--- src/rtl/muldiv_pkg.sv ---
// rtl/muldiv_pkg.sv - shared op codes and sequencer state type for muldiv_seq
package muldiv_pkg;

  // ALU decode values that route work to the multiply/divide sequencer
  localparam logic [3:0] OP_MUL = 4'b0101;
  localparam logic [3:0] OP_DIV = 4'b0110;

  typedef enum logic [1:0] {
    IDLE = 2'd0,
    MUL  = 2'd1,
    DIV  = 2'd2,
    DONE = 2'd3
  } muldiv_state_t;

endpackage

--- src/rtl/muldiv_step.sv ---
// rtl/muldiv_step.sv - one shift-add multiply or restoring divide iteration
module muldiv_step
  import muldiv_pkg::*;
#(
  parameter int N = 32
) (
  input  muldiv_state_t  op_i,
  input  logic [2*N-1:0] acc_i,
  input  logic [N-1:0]   operand_i,
  output logic [2*N-1:0] acc_o,
  output logic           q_bit_o
);

  // MUL: acc = {partial product, remaining multiplier bits}.
  // DIV: acc = {partial remainder, remaining dividend / quotient bits}.
  // The remainder always stays below the divisor, so N bits hold it and
  // only the shifted value needs the extra top bit for the compare.
  logic [N:0]   sum;
  logic [N:0]   shifted;
  logic [N-1:0] diff;

  // Compute both candidate iterations and select by operation
  always_comb begin
    sum     = {1'b0, acc_i[2*N-1:N]} + (acc_i[0] ? {1'b0, operand_i} : '0);
    shifted = {acc_i[2*N-1:N], acc_i[N-1]};
    diff    = shifted[N-1:0] - operand_i;
    q_bit_o = (shifted >= {1'b0, operand_i});
    if (op_i == DIV) begin
      // Quotient bit slot is left clear; the sequencer inserts q_bit_o
      acc_o = {(q_bit_o ? diff : shifted[N-1:0]), acc_i[N-2:0], 1'b0};
    end else begin
      acc_o = {sum, acc_i[N-1:1]};
    end
  end

endmodule

--- src/rtl/muldiv_seq.sv ---
// rtl/muldiv_seq.sv - multi-cycle MUL/DIV sequencer owning Hi/Lo; MULDIV_SIGNED_EN adds signed_op
module muldiv_seq
  import muldiv_pkg::*;
#(
  parameter int N = 32
) (
  input  logic         clk,
  input  logic         reset,
  input  logic         start,
`ifdef MULDIV_SIGNED_EN
  input  logic         signed_op,
`endif
  input  logic [3:0]   alu_decode,
  input  logic [N-1:0] rda,
  input  logic [N-1:0] rdx,
  output logic         busy,
  output logic         done,
  output logic [N-1:0] Hi,
  output logic [N-1:0] Lo,
  output logic         div_zero
);

  localparam int CW = $clog2(N + 1);

  muldiv_state_t  state_q, state_d;
  logic [CW-1:0]  cnt_q, cnt_d;
  logic [2*N-1:0] acc_q, acc_d;
  logic [N-1:0]   opnd_q, opnd_d;
  logic [N-1:0]   hi_q, hi_d;
  logic [N-1:0]   lo_q, lo_d;
  logic           dz_q, dz_d;

  logic [2*N-1:0] step_acc;
  logic           step_qbit;
  logic [2*N-1:0] result;
  logic [2*N-1:0] fin;
  logic [N-1:0]   mag_a, mag_x;

`ifdef MULDIV_SIGNED_EN
  logic neg_p_q, neg_p_d;
  logic neg_r_q, neg_r_d;

  // Iterations run on magnitudes; signs are re-applied when results land
  always_comb begin
    mag_a   = (signed_op && rda[N-1]) ? -rda : rda;
    mag_x   = (signed_op && rdx[N-1]) ? -rdx : rdx;
    neg_p_d = neg_p_q;
    neg_r_d = neg_r_q;
    if ((state_q == IDLE || state_q == DONE) && start) begin
      neg_p_d = signed_op && (rda[N-1] ^ rdx[N-1]);
      neg_r_d = signed_op && rda[N-1];
    end
  end

  // Sign flags captured with the operands
  always_ff @(posedge clk or posedge reset) begin
    if (reset) begin
      neg_p_q <= 1'b0;
      neg_r_q <= 1'b0;
    end else begin
      neg_p_q <= neg_p_d;
      neg_r_q <= neg_r_d;
    end
  end
`else
  assign mag_a = rda;
  assign mag_x = rdx;
`endif

  muldiv_step #(.N(N)) u_step (
    .op_i      (state_q),
    .acc_i     (acc_q),
    .operand_i (opnd_q),
    .acc_o     (step_acc),
    .q_bit_o   (step_qbit)
  );

  // Next state, iteration bookkeeping and Hi/Lo write-back
  always_comb begin
    state_d = state_q;
    cnt_d   = cnt_q;
    acc_d   = acc_q;
    opnd_d  = opnd_q;
    hi_d    = hi_q;
    lo_d    = lo_q;
    dz_d    = dz_q;
    result  = (state_q == DIV) ? {step_acc[2*N-1:1], step_qbit} : step_acc;
    fin     = result;
`ifdef MULDIV_SIGNED_EN
    if (state_q == MUL) begin
      if (neg_p_q) fin = -result;
    end else begin
      if (neg_p_q) fin[N-1:0]   = -result[N-1:0];
      if (neg_r_q) fin[2*N-1:N] = -result[2*N-1:N];
    end
`endif
    case (state_q)
      IDLE, DONE: begin
        state_d = IDLE;
        if (start) begin
          if (alu_decode == OP_MUL) begin
            state_d = MUL;
            cnt_d   = '0;
            opnd_d  = mag_a;
            acc_d   = {{N{1'b0}}, mag_x};
          end else if (alu_decode == OP_DIV) begin
            if (rdx == '0) begin
              // Divide by zero resolves immediately without iterating
              state_d = DONE;
              lo_d    = '1;
              hi_d    = rda;
              dz_d    = 1'b1;
            end else begin
              state_d = DIV;
              cnt_d   = '0;
              opnd_d  = mag_x;
              acc_d   = {{N{1'b0}}, mag_a};
            end
          end
        end
      end
      MUL, DIV: begin
        acc_d = result;
        if (cnt_q == CW'(N - 1)) begin
          state_d = DONE;
          hi_d    = fin[2*N-1:N];
          lo_d    = fin[N-1:0];
          dz_d    = 1'b0;
        end else begin
          cnt_d = cnt_q + CW'(1);
        end
      end
    endcase
  end

  // State, datapath and architectural Hi/Lo registers
  always_ff @(posedge clk or posedge reset) begin
    if (reset) begin
      state_q <= IDLE;
      cnt_q   <= '0;
      acc_q   <= '0;
      opnd_q  <= '0;
      hi_q    <= '0;
      lo_q    <= '0;
      dz_q    <= 1'b0;
    end else begin
      state_q <= state_d;
      cnt_q   <= cnt_d;
      acc_q   <= acc_d;
      opnd_q  <= opnd_d;
      hi_q    <= hi_d;
      lo_q    <= lo_d;
      dz_q    <= dz_d;
    end
  end

  assign busy     = (state_q == MUL) || (state_q == DIV);
  assign done     = (state_q == DONE);
  assign Hi       = hi_q;
  assign Lo       = lo_q;
  assign div_zero = dz_q;

endmodule

--- config.mk ---
export PLATFORM = sky130hd
export DESIGN_NAME = muldiv_seq
export DESIGN_NICKNAME = d
export VERILOG_FILES = /design/src/rtl/muldiv_pkg.sv /design/src/rtl/muldiv_step.sv /design/src/rtl/muldiv_seq.sv
export SDC_FILE = /design/constraint.sdc
export NUM_CORES = 1
export LEC_CHECK = 0
export ABC_CLOCK_PERIOD_IN_PS = 11100
export CORE_MARGIN = 3
export CORE_UTILIZATION = 44
export CTS_BUF_LIST = sky130_fd_sc_hd__clkbuf_8
export CTS_CLUSTER_SIZE = 16
export DETAILED_ROUTE_END_ITERATION = 8
export DONT_BUFFER_PORTS = 1
export PLACE_DENSITY = 0.67
export SYNTH_ARGS = -nofsm -noshare
export SYNTH_HDL_FRONTEND = slang
export SYNTH_SLANG_ARGS = --single-unit
--- constraint.sdc ---
create_clock -name clk -period 11.1 [get_ports clk]
set_input_delay 1.665 -clock clk [delete_from_list [all_inputs] [get_ports clk]]
set_output_delay 1.665 -clock clk [all_outputs]
set_load 0.02 [all_outputs]
-- After elaboration in Yosys (flattened, before gate mapping)
Index checks and enable logic that the tools add are counted.
- register bits after elaboration: 169
- bits in latches: 0
- memory bits (writable): 0
- ROM bits: 0
- bits of input ports: 71
- output and inout port bits: 67
- logic and storage cells: 78
- memories kept: 0
- $add $sub $neg: 3
- multiply operators: 0
- divide/modulo/power cells: 0
- order comparisons: 1
- eq/ne operators: 15
- shift operators: 0
- muxes and demuxes: 42
- bitwise logic cells: 0
- reduce and logical (&&, ||, !) cells: 10
- operators by type and width (kind ; number):
    32-bit 2-to-1 mux ; 15
    64-bit 2-to-1 mux ; 5
    32-bit case mux with 2 select lines ; 2
    64-bit case mux with 2 select lines ; 1
    32-bit by 33-bit adder with 33-bit output ; 1
    33-bit by 32-bit >= comparator with 1-bit output ; 1
    32-bit logical NOT ; 1
    32-bit subtractor ; 1
    6-bit 2-to-1 mux ; 5
    2-bit != test (second input constant) ; 7
    6-bit case mux with 2 select lines ; 1
    4-bit by 3-bit equality test with 1-bit output (second input constant) ; 2
    2-bit 2-to-1 mux ; 4
    4-bit AND reduction ; 2
    1-bit 2-to-1 mux ; 7
    6-bit by 1-bit adder with 6-bit output (second input constant) ; 1
    6-bit by 5-bit equality test with 1-bit output (second input constant) ; 1
    3-bit != test (second input constant) ; 2
    5-bit AND reduction ; 1
    2-bit equality test (second input constant) ; 2
    2-bit case mux with 2 select lines ; 1
    2-bit OR reduction ; 2
    3-bit AND reduction ; 1
    2-bit by 1-bit equality test with 1-bit output (second input constant) ; 1
    4 further kinds ; 4

-- Longest topological paths before layout
- depth in word-level cells: 6
- mapped depth: 14
- mapped depth without buffers: 13

-- By module
From an unflattened synthesis, not the netlist that was laid out.
- cell total of the unflattened synthesis: 1769
- area, all modules: 13820.8 um^2
- modules (own cells, without submodules) (module ; instances ; cells an instance ; area each (um^2)):
    muldiv_seq ; 1 ; 1004 ; 8967.4
    muldiv_step ; 1 ; 765 ; 4853.4

-- Worst setup path before layout
No wires, ideal clock.
- kind: input -> register
- from: input port rdx[3]
- to: register lo_q[16], in the netlist Lo[16]
- library setup time: 0.134 ns
- arrival time: 3.369 ns
- slack: 7.597 ns
- cell stages on the path: 8
- buffers on the path: 2
- path through: nor4_1 -> nand2_1 -> nor4_1 -> nand2_1 -> nand2_1 -> clkbuf_1 -> clkbuf_1 -> a21oi_1
- longest elaborated chain between the ends: 3
- ends and longest elaborated chain (item ; RTL line ; text):
    start: declaration ; muldiv_seq.sv:15 ; input logic [N-1:0] rdx,
    32-bit logical NOT ; muldiv_seq.sv:107 ; if (rdx == '0) begin
    2-bit != test (no source line) ; n/a ;
    5-bit AND reduction (no source line) ; n/a ;
    end signal: assignment ; muldiv_seq.sv:152 ; lo_q <= lo_d;
    end: declaration ; muldiv_seq.sv:30 ; logic [N-1:0] lo_q, lo_d;
Every way passes these cells.
A chain may end at the register's enable or synchronous reset.

-- Final worst setup path
- from: register state_q[1]
- to: output port busy
- longest elaborated chain between the ends: 2
- ends and longest elaborated chain (item ; RTL line ; text):
    start: declaration ; muldiv_seq.sv:25 ; muldiv_state_t state_q, state_d;
    start signal: assignment ; muldiv_seq.sv:147 ; state_q <= state_d;
    2-bit by 1-bit equality test with 1-bit output / 2-bit equality test (equally long branches) ; muldiv_seq.sv:157 ; assign busy = (state_q == MUL) || (state_q == DIV);
    1-bit logical OR (*) ; muldiv_seq.sv:157 ;
    end: declaration ; muldiv_seq.sv:16 ; output logic busy,
Mark *: on every way between the ends. The rest lies on a longest branch, timed or not.

==> implementation parameters <==
Parameter                              Value

Run status
  Result of the run ... finished clean

Worst hold path
  Number of cells on the worst hold path ... 2
  Destination of the worst hold path ... opnd_q[29]$_DFFE_PP0P_
  Class of the most critical hold timing path ... register to register
  Hold Path Origin ... opnd_q[29]$_DFFE_PP0P_

Global route
  Antenna violations before repair ... 0
  Total congestion overflow after global routing ... 0
  First-pass GRT wire length ... 60,400 um
  Number of global-route vias before repair ... ~11k
  Pin count of the biggest net entering global routing ... 91
  Global-route usage over all layers ... between 20% and 30%

Clock network
  CTS tree ... yes
  TritonCTS Sinks ... about 170
  Number of buffers inserted to repair setup after CTS ... 0
  Skew-Pair Late Insertion Delay ... 460 ps
  H-tree levels ... 4
  CTS Hold Bufs ... 0
  Clock slew seen by the registers of the worst setup and hold paths ... 90 ps
  Buffer levels on the longest clock path ... 2
  TritonCTS buffer count ... 17
  Number of gates resized after CTS ... 0
  Cell at the root of the clock tree ... clkbuf_8

Synth
  Area leader, netlist ... dfrtp_1
  Synth cell count leaders ... a21oi_1 (202), dfrtp_1 (169), nand2_1 (144)
  Syn_nets ... around 1.6k
  Number of synthesized flops with an enable pin ... 0
  Cell area after technology mapping ... around 0.012 mm^2
  Most common flop cell mapped by yosys ... dfrtp_1
  Proportion of synthesized flip-flops having asynchronous set or reset ... between 90% and 100%
  Number of storage elements in the synthesis netlist ... 169
  Mean Syn Cell Area ... ~8.3 um^2
  Gate count after technology mapping ... 1,474
  Proportion of netlist area held by the largest area contributor ... roughly 35%
  Cells taking the most area after synthesis ... dfrtp_1 (35%), a21oi_1 (8.3%), ha_1 (6.9%), mux2i_1 (6.2%), o21ai_0 (4.5%)
  Unique masters post-synth ... between 70 and 80
  Ys Warns ... 0
  Sequential fraction of the synthesis area ... about a third
  Most common cell in the synthesized netlist ... a21oi_1

Timing
  F_max ... between 200 and 250 MHz
  Final period demand of the worst path ... just over 4000 ps
  Pins Over Slew Limit ... 0
  Headroom to the max-slew limit ... between 20% and 30%
  Period Utilization, post-route ... 37.3%
  Setup violations, final ... 0
  Final hold slack ... about 520 ps
  Final sum of negative setup slack ... 0 ps
  Smallest setup slack after layout ... around 7000 ps
  Setup repair after global routing missed its margin ... no
  Worst slew pin tran ... roughly 1200 ps
  Number of hold violations in the final report ... 0
  Worst Skew ... roughly 17 ps

Route
  Total number of vias ... between 10k and 15k
  Detailed-route vias per instance ... 6.13
  WL final ... approximately 38,000 um
  DRC violation count after routing ... 0
  Antenna Violating Nets Remaining ... 0
  Number of design-rule violations left by the first detailed-router iteration ... between 1k and 1.5k
  Number of detailed-routing iterations run before antenna repair ... 5
  Drt wl/cell ... 21.1 um

Worst setup path
  Cell family with most CP delay ... buffers and inverters
  Reg2reg end ... acc_q[50]$_DFFE_PP0P_
  Number of buffer and inverter stages on the critical path ... 3
  Number of cells on the worst reg-to-reg path ... 10
  Type of the setup path with the least slack ... register to output pin
  Crit path largest cell delay ... ~700 ps
  Cell with the largest stage delay on the worst path ... buf_4
  Crit Reg-Reg Startpoint ... acc_q[45]$_DFFE_PP0P_
  Data required time of the worst path ... around 9400 ps
  Type of element capturing the critical path ... output pin
  CP dominant cell by count ... buf_4
  Cell-by-cell trace of the critical path ... ha_2, buf_4, inv_2, buf_4
  Maximum fanout along the worst path ... 77
  Sort of element at the start of the critical path ... register
  Critical Path AT ... 2470 ps
  R2r setup slk ... about 7100 ps

Floorplan
  Area of the placeable core ... 0.0271 mm^2
  Standard-cell row count ... 60
  Starting utilization of the core area ... between 40% and 50%
  Top-Level Pins ... roughly 140
  Horizontal die dimension ... between 150 and 200 um
  Y dimension of the die ... roughly 170 um
  Area of the die ... between 0.02 and 0.03 mm^2

Power and ir drop
  Post-layout power ... 2.64 mW
  Peak supply drop ... around 0.00012 V
  Leakage component of the power ... roughly 5.4 nW
  Total power per unit cell area ... a little over 200 mW/mm^2

Layout
  Ant. Diodes ... 0
  Layout Cells excl Fill ... ~1.8k
  Number of nets in the layout ... about 1.6k
  Post-Route Utilization ... between 40% and 50%
  Layout cell share with drive strength beyond 1 ... approximately 5.6%
  Final Instance Area ... between 0.01 and 0.015 mm^2
  Signed area change from the synthesized netlist to the final layout ... 5.43%

Placed design
  Placed wire-length estimate ... about 28,000 um
  Cell area after placement ... about 0.012 mm^2
  Port Buffer Count ... 0
  Worst slack at placement ... ~6600 ps
  Gp weighted congestion ... roughly 1.0
  Inst Count DP ... between 1.5k and 2k

Flow run
  Max-capacitance violation count ... 0
## cells in the final DEF, fill, tap and decap left out, types with 9 or more instances in the layout
cell      instances
inv_1            54
a21o_1           23
nor2b_1          18
o21ai_0         111
o21a_1            9
xnor2_1          29
a31oi_1          10
nor4_1           13
xor2_1           23
and3_1           13
nor2_1          134
dfrtp_1         169
nand3_1          18
ha_1             66
nand2_1         142
and2_1           48
nor3_1           13
o21ai_1          14
a211oi_1         37
clkbuf_8         17
nand4_1          14
o211ai_1         17
o22ai_1          13
mux2i_1          76
buf_4            15
a21oi_1         201
## report_power, final
group	total (mW)	switching [mW]	internal [mW]	leakage, nW
Clock	0.475	0.246	0.228	0.217
Combinational	1.34	0.822	0.517	3.24
Sequential	0.825	0.111	0.714	1.90
Total	2.64	1.18	1.46	5.36
## routing by layer
layer | share of wire [%] | track usage (%) | vias up
met5 | 0 | 0 | -
met4 | 3.2 | 8.45 | 0
met3 | 7.8 | 4.79 | 58
met2 | 45 | 39.9 | 427
met1 | 44 | 34.3 | 5373
li1 | - | - | 5226
## logic make-up (layout without fill, tap and decap cells)
logic type / Yosys count / after routing / share of synthesized area, %
AOI/OAI and AO/OA: 510 / 510 / 25.4
buffers and inverters: 140 / 102 / 4.69
xor gates and xnor gates: 52 / 52 / 3.73
and+or+nand+nor: 452 / 452 / 17.5
muxes: 82 / 82 / 6.81
adders and majority gates: 69 / 69 / 7.19
DFF: 169 / 169 / 34.6
## registers in the layout, summed over array words and instances (netlist names)
signal / cells
Hi: 32
Lo: 32
acc_q: 64
cnt_q: 6
div_zero: 1
opnd_q: 32
state_q: 2
## tightest hold or removal path, stage by stage, from the launching register on
cell	delay, ps
dfrtp_1	370
nand2_1	50
o21ai_0	70
## worst max path at each step
| stage | depth (start not counted) | to | startpoint | slack (ps) |
|---|---|---|---|---|
| final | 4 | busy | state_q[1]$_DFFE_PP0P_ | 6960 |
| after global routing | 9 | Hi[28]$_DFFE_PP0P_ | rdx[6] | 6750 |
| after CTS | 5 | busy | state_q[0]$_DFFE_PP0P_ | 6960 |
| after detailed placement | 9 | Hi[4]$_DFFE_PP0P_ | rdx[6] | 6560 |
| after global placement | 9 | Hi[28]$_DFFE_PP0P_ | rdx[6] | 6720 |
| after floorplan | 1 | Hi[0]$_DFFE_PP0P_ | reset | 4860 |
## cell type report
type / count / area [um^2]
clock buffer: 17 / 234
clock inverter: 15 / 186
fill: 2648 / 14200
inverter: 55 / 211
multi-input combinational: 1165 / 7450
sequential: 169 / 4230
tap: 372 / 465
timing repair buffer: 15 / 113
(Power assumes the default switching activity.)
